==> src/rtl/crack_sched.sv <==
// crack_sched: splits the key space into 2^CHUNK_W-key chunks and dispatches them to NUM_WORKERS crack engines.
// Optional CRACK_SCHED_PERF_EN adds the perf_cycles/perf_chunks counters.

module crack_sched_lane #(
  parameter int KEY_W = 24
) (
  input  logic             clk,
  input  logic             rst,
  input  logic             clr,
  input  logic             load,
  input  logic             done,
  input  logic [KEY_W-1:0] base_in,
  output logic             busy,
  output logic [KEY_W-1:0] base
);
  // A dispatch wins over a clear so the first chunk can be issued on the accept edge.
  always_ff @(posedge clk) begin
    if (rst) begin
      busy <= 1'b0;
      base <= '0;
    end else if (load) begin
      busy <= 1'b1;
      base <= base_in;
    end else if (clr || done) begin
      busy <= 1'b0;
    end
  end
endmodule

module crack_sched #(
  parameter int NUM_WORKERS = 2,
  parameter int KEY_W       = 24,
  parameter int CHUNK_W     = 16
) (
  input  logic                         clk,
  input  logic                         rst,
  input  logic                         en,
  output logic                         rdy,
  output logic [KEY_W-1:0]             key,
  output logic                         key_valid,
  output logic [NUM_WORKERS-1:0]       wk_start,
  output logic [NUM_WORKERS*KEY_W-1:0] wk_base,
  output logic                         wk_abort,
  input  logic [NUM_WORKERS-1:0]       wk_done,
  input  logic [NUM_WORKERS-1:0]       wk_found,
  input  logic [NUM_WORKERS*KEY_W-1:0] wk_key
`ifdef CRACK_SCHED_PERF_EN
  ,
  output logic [31:0]                  perf_cycles,
  output logic [KEY_W-CHUNK_W:0]       perf_chunks
`endif
);
  typedef enum logic [1:0] {S_IDLE, S_RUN, S_DONE} state_t;

  localparam logic [KEY_W:0] CHUNK = {{KEY_W{1'b0}}, 1'b1} << CHUNK_W;

  state_t                              state;
  logic   [KEY_W:0]                    next_base;
  logic                                found_q;
  logic   [NUM_WORKERS-1:0]            busy, hit, pick, load;
  logic   [NUM_WORKERS-1:0][KEY_W-1:0] base_q, wkey;
  logic   [KEY_W-1:0]                  hit_key, disp_base;
  logic                                accept, clr, can_disp;

  assign wkey    = wk_key;
  assign wk_base = base_q;
  assign hit     = busy & wk_done & wk_found;
  // Isolate the lowest clear bit of the busy mask.
  assign pick    = ~busy & (busy + NUM_WORKERS'(1));
  assign accept  = (state == S_IDLE) && en;
  assign clr     = accept || ((state == S_RUN) && (|hit));
  assign can_disp = (state == S_RUN) && !(|hit) && !next_base[KEY_W] && (|pick);
  assign disp_base = accept ? '0 : next_base[KEY_W-1:0];

  always_comb begin
    load = '0;
    if (accept)        load[0] = 1'b1;
    else if (can_disp) load    = pick;
  end

  always_comb begin
    hit_key = '0;
    for (int i = NUM_WORKERS - 1; i >= 0; i--)
      if (hit[i]) hit_key = wkey[i];
  end

  for (genvar i = 0; i < NUM_WORKERS; i++) begin : g_lane
    crack_sched_lane #(.KEY_W(KEY_W)) u_lane (
      .clk     (clk),
      .rst     (rst),
      .clr     (clr),
      .load    (load[i]),
      .done    (wk_done[i]),
      .base_in (disp_base),
      .busy    (busy[i]),
      .base    (base_q[i])
    );
  end

  always_ff @(posedge clk) begin
    if (rst) begin
      state     <= S_IDLE;
      rdy       <= 1'b1;
      key       <= '0;
      key_valid <= 1'b0;
      wk_start  <= '0;
      wk_abort  <= 1'b0;
      next_base <= '0;
      found_q   <= 1'b0;
    end else begin
      wk_start <= load;
      wk_abort <= 1'b0;
      case (state)
        S_IDLE: if (en) begin
          state     <= S_RUN;
          rdy       <= 1'b0;
          key       <= '0;
          key_valid <= 1'b0;
          found_q   <= 1'b0;
          next_base <= CHUNK;
        end
        S_RUN: begin
          if (|hit) begin
            key      <= hit_key;
            wk_abort <= 1'b1;
            found_q  <= 1'b1;
            state    <= S_DONE;
          end else begin
            if (can_disp) next_base <= next_base + CHUNK;
            if (next_base[KEY_W] && (busy == '0)) state <= S_DONE;
          end
        end
        S_DONE: begin
          key_valid <= found_q;
          rdy       <= 1'b1;
          state     <= S_IDLE;
        end
        default: state <= S_IDLE;
      endcase
    end
  end

`ifdef CRACK_SCHED_PERF_EN
  always_ff @(posedge clk) begin
    if (rst) begin
      perf_cycles <= '0;
      perf_chunks <= '0;
    end else if (accept) begin
      perf_cycles <= '0;
      perf_chunks <= (KEY_W-CHUNK_W+1)'(1);
    end else begin
      if ((state == S_RUN) && !(&perf_cycles)) perf_cycles <= perf_cycles + 32'd1;
      if (|load) perf_chunks <= perf_chunks + (KEY_W-CHUNK_W+1)'(1);
    end
  end
`endif
endmodule
==> config.mk <==
export PLATFORM = sky130hd
export DESIGN_NAME = crack_sched
export DESIGN_NICKNAME = d
export VERILOG_FILES = /design/src/rtl/crack_sched.sv
export SDC_FILE = /design/constraint.sdc
export NUM_CORES = 1
export LEC_CHECK = 0
export BUFFER_PORTS_ARGS = -buffer_cell sky130_fd_sc_hd__buf_2
export CAP_MARGIN = 10
export CORE_ASPECT_RATIO = 0.8
export CORE_MARGIN = 2
export CORE_UTILIZATION = 50
export DETAILED_ROUTE_END_ITERATION = 8
export PLACE_DENSITY = 0.85
export SYNTH_ARGS = -nofsm -noshare
export SYNTH_HDL_FRONTEND = slang
export SYNTH_SLANG_ARGS = --single-unit
==> constraint.sdc <==
create_clock -name clk -period 4.95 [get_ports clk]
set_clock_uncertainty 0.05 [all_clocks]
set_input_delay 0.495 -clock clk [delete_from_list [all_inputs] [get_ports clk]]
set_output_delay 0.495 -clock clk [all_outputs]
set_load 0.01 [all_outputs]
* Word level (Yosys, flattened, before mapping) *
Cells that the tools add are included.

word-level totals
  flip-flop bits (word level) = 107
  bits of input ports = 55

operators by class
  $add $sub $neg = 2
  eq/ne operators = 7
  mux-type cells = 27
  bitwise operators = 5
  reductions and logical operators = 24

operators by type and width
  operator                                                                number
  24-bit 2-to-1 mux                                                       5
  25-bit 2-to-1 mux                                                       3
  25-bit case mux with 2 select lines                                     1
  24-bit case mux with 2 select lines                                     1
  25-bit by 17-bit adder with 25-bit output (second input constant)       1
  1-bit 2-to-1 mux                                                        9
  2-bit 2-to-1 mux                                                        4
  2-bit nonzero test                                                      4
  2-bit bitwise AND                                                       3
  1-bit logical AND                                                       6
  2-bit != test (second input constant)                                   3
  1-bit case mux with 2 select lines                                      3
  2-bit OR reduction                                                      3
  2-bit logical NOT                                                       2
  2-bit case mux with 2 select lines                                      1
  2-bit AND reduction                                                     2
  4-bit AND reduction                                                     1
  1-bit logical OR                                                        3
  3-bit by 1-bit != test with 1-bit output (second input constant)        1
  3-bit AND reduction                                                     1
  2-bit by 1-bit adder with 2-bit output (second input constant)          1
  2-bit by 1-bit equality test with 1-bit output (second input constant)  1
  2-bit equality test (second input constant)                             1
  1-bit logical NOT                                                       2
  other kinds (3)                                                         3

* Logic depth before layout (Yosys ltp) *
  depth after elaboration = 10
  depth in mapped cells = 7
  mapped depth without buffers = 5

* Cells and area by module *
Synthesis repeated with hierarchy kept, for this count alone.

unflattened totals
  cell total of the unflattened synthesis = 393
  area, all modules = 3,896.2 sq um

by module, submodules not included
  module            times used  cells an instance  area each (sq um)  seq. area each (sq um)
  crack_sched       1           229                2,069.5            820.8
  crack_sched_lane  2           82                 913.4              500.5

* Worst setup path before layout *
Ideal clock, no wire load.

  kind = input -> register
  start point = in wk_found[1]
  end point = reg next_base[23]
  library setup time = 0.074 ns
  arrival time = 1.844 ns
  required time = 4.826 ns
  slack = 2.981 ns
  cell stages on the path = 5
  path buffers = 1
  cell sequence = and3_1 -> clkbuf_1 -> or4_4 -> or3_1 -> a31oi_1

on the way
  longest elaborated chain between the ends = 8
  elaborated cells between the ends (all ways) = 9

RTL lines
  element                                 RTL line  RTL
  start, declared                         45        input logic [NUM_WORKERS-1:0] wk_found,
  2-bit bitwise AND *                     67        assign hit = busy & wk_done & wk_found;
  2-bit OR reduction *                    72, 123
  1-bit logical NOT                       72        assign can_disp = (state == S_RUN) && !(|hit) && !next_base[KEY_W] && (|pick);
  1-bit logical AND (3 in series)         72
  2-bit != test (no source line)          --
  4-bit AND reduction (no source line) *  --
  end signal, assigned                    129       if (can_disp) next_base <= next_base + CHUNK;
  end, declared                           58        logic [KEY_W:0] next_base;

Mark *: on every way between the ends. The rest lies on a longest branch, timed or not.
A chain may end at the register's enable or synchronous reset.

* Worst setup path in the final report *
  start point = reg state[0]
  end point = reg g_lane[1].u_lane.busy

on the way
  longest elaborated chain between the ends = 7
  elaborated cells between the ends (all ways) = 13

RTL lines
  element                                                        RTL line  RTL
  start, declared                                                57        state_t state;
  start signal, assigned                                         102       state <= S_IDLE;
  start signal, assigned                                         115       state <= S_RUN;
  start signal, assigned                                         127       state <= S_DONE;
  2-bit by 1-bit equality test with 1-bit output                 71, 72
  1-bit logical AND (3 in series)                                72
  2-bit 2-to-1 mux                                               78        else if (can_disp) load = pick;
  1-bit 2-to-1 mux                                               77        if (accept) load[0] = 1'b1;
  1-bit 2-to-1 mux / 2-bit nonzero test (equally long branches)  --
  end signal, assigned                                           19        busy <= 1'b0;
  end signal, assigned                                           22        busy <= 1'b1;
  end signal, assigned                                           25        busy <= 1'b0;
  end, declared                                                  13        output logic busy,

Several ways; a longest one is shown, not always the timed one.

==> reports/summary.md <==
Measured against its own limit, the worst slew margin works out to 50.7%. Die area: 0.00618 mm². Of the cells placed in the final design, the portion with a size suffix greater than 1 is 43.0%. Routability-driven placement finished with a final weighted congestion of 0.862. Final worst-path setup slack: 2.65 ns. The tools report the count of inserted antenna diode cells as 0. The global-route layer with the greatest usage is met2. The largest fanout on the critical path is 27. The run finished with clean final reports.

The number of pins exceeding their max-slew limit in the final report was 0. The routed layout has 2465 vias. For the finished layout, the period the worst path requires is 2.30 ns. For this design the static power due to leakage is 1.73 nW. The synthesized netlist occupies a cell area of 0.00278 mm². The region available for standard cell placement spans 0.00541 mm². The width of the die is 87.4 µm, and the required time at the worst-slack endpoint is 5.13 ns.

The logs give 2143 for the via count of the first global-routing pass and 0 for the reported max-cap violation count. After floorplanning, the core was divided into 24 placement rows. The final setup violation count is 0, and the via-per-instance ratio is 5.28.

The wire length after detailed routing was 6410 µm; the clock network power share was 47.2%. The worst min-delay path category is input port to register. The run gives 0 as the number of nets still failing antenna checks after routing. The logs give 357 for the total nets after synthesis and 61 for the number of clock sinks. The tools report the final net count as 453. The transition time of the tightest slew-check pin works out to 0.734 ns. In the final routed layout, each cell accounts on average for 13.7 µm. In this run, the number of DRC markers left after iteration 0 of detailed routing was 170.

Launching element type of the critical path: a register. For the post-synthesis cell count, the log shows 301. The logs give 4530 µm for the detailed placer's ending HPWL and 51.5% for the initial core utilization. The area added between synthesis and finish is 25.1%.

Clock-pin slew on the worst setup and hold paths: 0.07 ns. Among all flip-flop cells after synthesis, the most frequent one is sky130_fd_sc_hd__dfxtp_1. For the number of warnings reported in the yosys synthesis log, the log shows 0.

Setup total negative slack on the finished layout was measured at 0 ns. TritonCTS created 9 clock buffers. Sequential elements use 43.9% of the synthesized area. In this run the deepest clock path goes through 2 buffers.

The die is 70.7 µm tall. The global-route wire length before repair was 10100 µm. Clock latency on the worst-skew pair, taken at its later pin, is 0.34 ns.

Setup repair after global routing left no endpoint under its margin. The logs give 0.000256 W for the power spent charging and discharging nets and 0.000892 W for the cell-internal power. In the finished design, the share of the clock period the worst path needs comes to 46.4%.

The root buffer cell chosen for the clock tree is sky130_fd_sc_hd__clkbuf_8. The part of the total power dissipated in combinational logic was 8.7%. The global routing usage on met2 is 32.4%, and the met1 global-route usage is 26.9%. In the synthesized netlist the async set-or-reset flop fraction comes to 0%. The classification of the worst setup path is register to register.

CTS built an H-tree with a depth of 3. The tools report the arrival time of data at the critical path endpoint as 2.48 ns. Each instance of the synthesized netlist takes up on average 9.24 µm².

The met3 capacity usage during global routing is 8.75%, and the power after layout is 0.00115 W. In this run the count of I/O pins placed on the die edge is 132. After global routing the overflow that remains totals 0. In this run the power density over the cells is 330 mW/mm².

The number of antenna violations at the first check in global routing was 0; the achievable frequency was 0.435 GHz. The post-CTS resize count is 0. For the global-route total usage across every layer, the log shows 20.7%. The number of filler cells placed in the layout is 456, and the worst vdd rail ir drop is 0.196 mV. Buffers added to address setup during post-CTS repair amount to 0. TritonCTS built the clock tree. The synthesized design contains 61 register bits.

Input and output buffers added on the ports amount to 131. The number of design rule violations left after detail routing was 0; the number of endpoints with negative hold slack in the final report was 0. Buffers inserted to repair hold after CTS numbered 0. The pre-antenna-repair detailed-routing pass consisted of 4 iterations. In this run switching power makes up 22.3% of total power. Timing analysis after detailed placement gives a worst setup slack of 2.41 ns. The number of flops mapped to enable cells by yosys was 0; the share of total power in sequential cells was 44.1%. The worst setup path is captured at a register.

In this run, distinct cell masters in the synthesized netlist total 40. Entering global routing, the biggest net connects 42 pins.
## cells by family after synthesis
family | after synthesis | share of synthesized area, %
muxes | 41 | 15.5
adders and majority gates | 1 | 0.450
DFF | 61 | 43.9
AOI/OAI and AO/OA | 51 | 11.6
and+or+nand+nor | 95 | 17.2
buffers and inverters | 52 | 11.4
## Yosys cell counts (all sizes together), types with 2 or more instances
cell type / instances / area [µm²]
a31o: 2 / 17.5
buf: 35 / 253
inv: 4 / 15.0
o21ai: 7 / 35.0
o2bb2ai: 8 / 70.1
mux2i: 25 / 250
or3b: 2 / 20.0
or3: 3 / 18.8
a21oi: 23 / 115
nand2b: 4 / 25.0
a211oi: 2 / 15.0
mux2: 16 / 180
nand3b: 3 / 22.5
nand2: 23 / 86.3
nor2: 27 / 104
dfxtp: 61 / 1220
a22o: 2 / 17.5
clkbuf: 13 / 48.8
nand3: 21 / 105
and3: 2 / 12.5
a31oi: 3 / 18.8
## registers in the layout, summed over array words and instances, names as in the netlist
name / flops
key: 24
key_valid: 1
g_lane.u_lane.busy: 2
found_q: 1
rdy: 1
state: 2
next_base: 9
g_lane.u_lane.base: 18
wk_abort: 1
wk_start: 2
## metal layers
layer	up-vias	share of wire, %	routed length (µm)
met5	-	0	0
met2	115	46	2950
met1	1129	44	2830
li1	1217	-	-
met3	4	9.5	609
met4	0	0.41	26
## layout make-up
type                    count  area (µm²)  area share [%]
inverters                   4        15.0           0.431
clock buffers              10         138            3.96
flip-flops and latches     61        1220            35.1
multi-input cells         188        1240            35.7
well taps                  65        81.3            2.34
repair buffers            133         671            19.3
clock inverters             6         110            3.16
## worst max-delay path, cell delays in order, from the launching register on
cell,delay [ns]
sky130_fd_sc_hd__dfxtp_1,0.34
sky130_fd_sc_hd__or3b_2,0.72
sky130_fd_sc_hd__nand2b_1,0.49
sky130_fd_sc_hd__nor2_1,0.28
sky130_fd_sc_hd__a31o_2,0.31
## worst paths after layout
path                                  from                    end  slack [ns]  depth (start not counted)
worst min-delay path            wk_key[14]                key[14]        0.37                          3
worst min register to register     key[20]                key[20]        0.41                          1
worst max register to register    state[0]  g_lane[1].u_lane.busy        2.65                          4
worst max-delay path              state[0]  g_lane[1].u_lane.busy        2.65                          4
## per-stage QoR
step / hold slack (ns) / std cells / util [%] / area [µm²]
2_1_floorplan: 0.386 / 301 / - / 2780
3_3_place_gp: 0.392 / 451 / 59.8 / 3230
3_5_place_dp: 0.398 / 451 / 59.8 / 3230
4_1_cts: 0.368 / 467 / 64.4 / 3480
5_1_grt: 0.380 / 467 / 64.4 / 3480
6_report: 0.372 / 467 / 64.4 / 3480
## placed cells by master, fill, tap and decap left out, types with 2 or more instances in the layout
cell	netlist	routed
sky130_fd_sc_hd__a211oi_1	2	2
sky130_fd_sc_hd__a21oi_1	23	23
sky130_fd_sc_hd__a22o_1	2	2
sky130_fd_sc_hd__a31o_2	2	2
sky130_fd_sc_hd__a31oi_1	3	3
sky130_fd_sc_hd__and3_1	2	2
sky130_fd_sc_hd__buf_2	4	131
sky130_fd_sc_hd__buf_4	31	2
sky130_fd_sc_hd__bufinv_16	0	3
sky130_fd_sc_hd__clkbuf_8	0	10
sky130_fd_sc_hd__clkinvlp_4	0	2
sky130_fd_sc_hd__dfxtp_1	61	61
sky130_fd_sc_hd__inv_1	4	4
sky130_fd_sc_hd__mux2_2	16	16
sky130_fd_sc_hd__mux2i_1	25	25
sky130_fd_sc_hd__nand2_1	23	23
sky130_fd_sc_hd__nand2b_1	4	4
sky130_fd_sc_hd__nand3_1	21	21
sky130_fd_sc_hd__nand3b_1	3	3
sky130_fd_sc_hd__nor2_1	26	26
sky130_fd_sc_hd__o21ai_0	5	5
sky130_fd_sc_hd__o21ai_1	2	2
sky130_fd_sc_hd__o2bb2ai_1	8	8
sky130_fd_sc_hd__or3_1	3	3
## power groups by stage
| stage | clock network (W) | registers [W] | logic [W] |
|---|---|---|---|
| 2_1_floorplan | 0 | 0.000517 | 0.0000622 |
| 3_3_place_gp | 0 | 0.000517 | 0.0000971 |
| 3_5_place_dp | 0 | 0.000517 | 0.0000993 |
| 4_1_cts | 0.000548 | 0.000506 | 0.000100 |
| 5_1_grt | 0.000570 | 0.000507 | 0.000111 |
| 6_report | 0.000542 | 0.000506 | 0.0000998 |
Power figures use the tool's default switching activity.
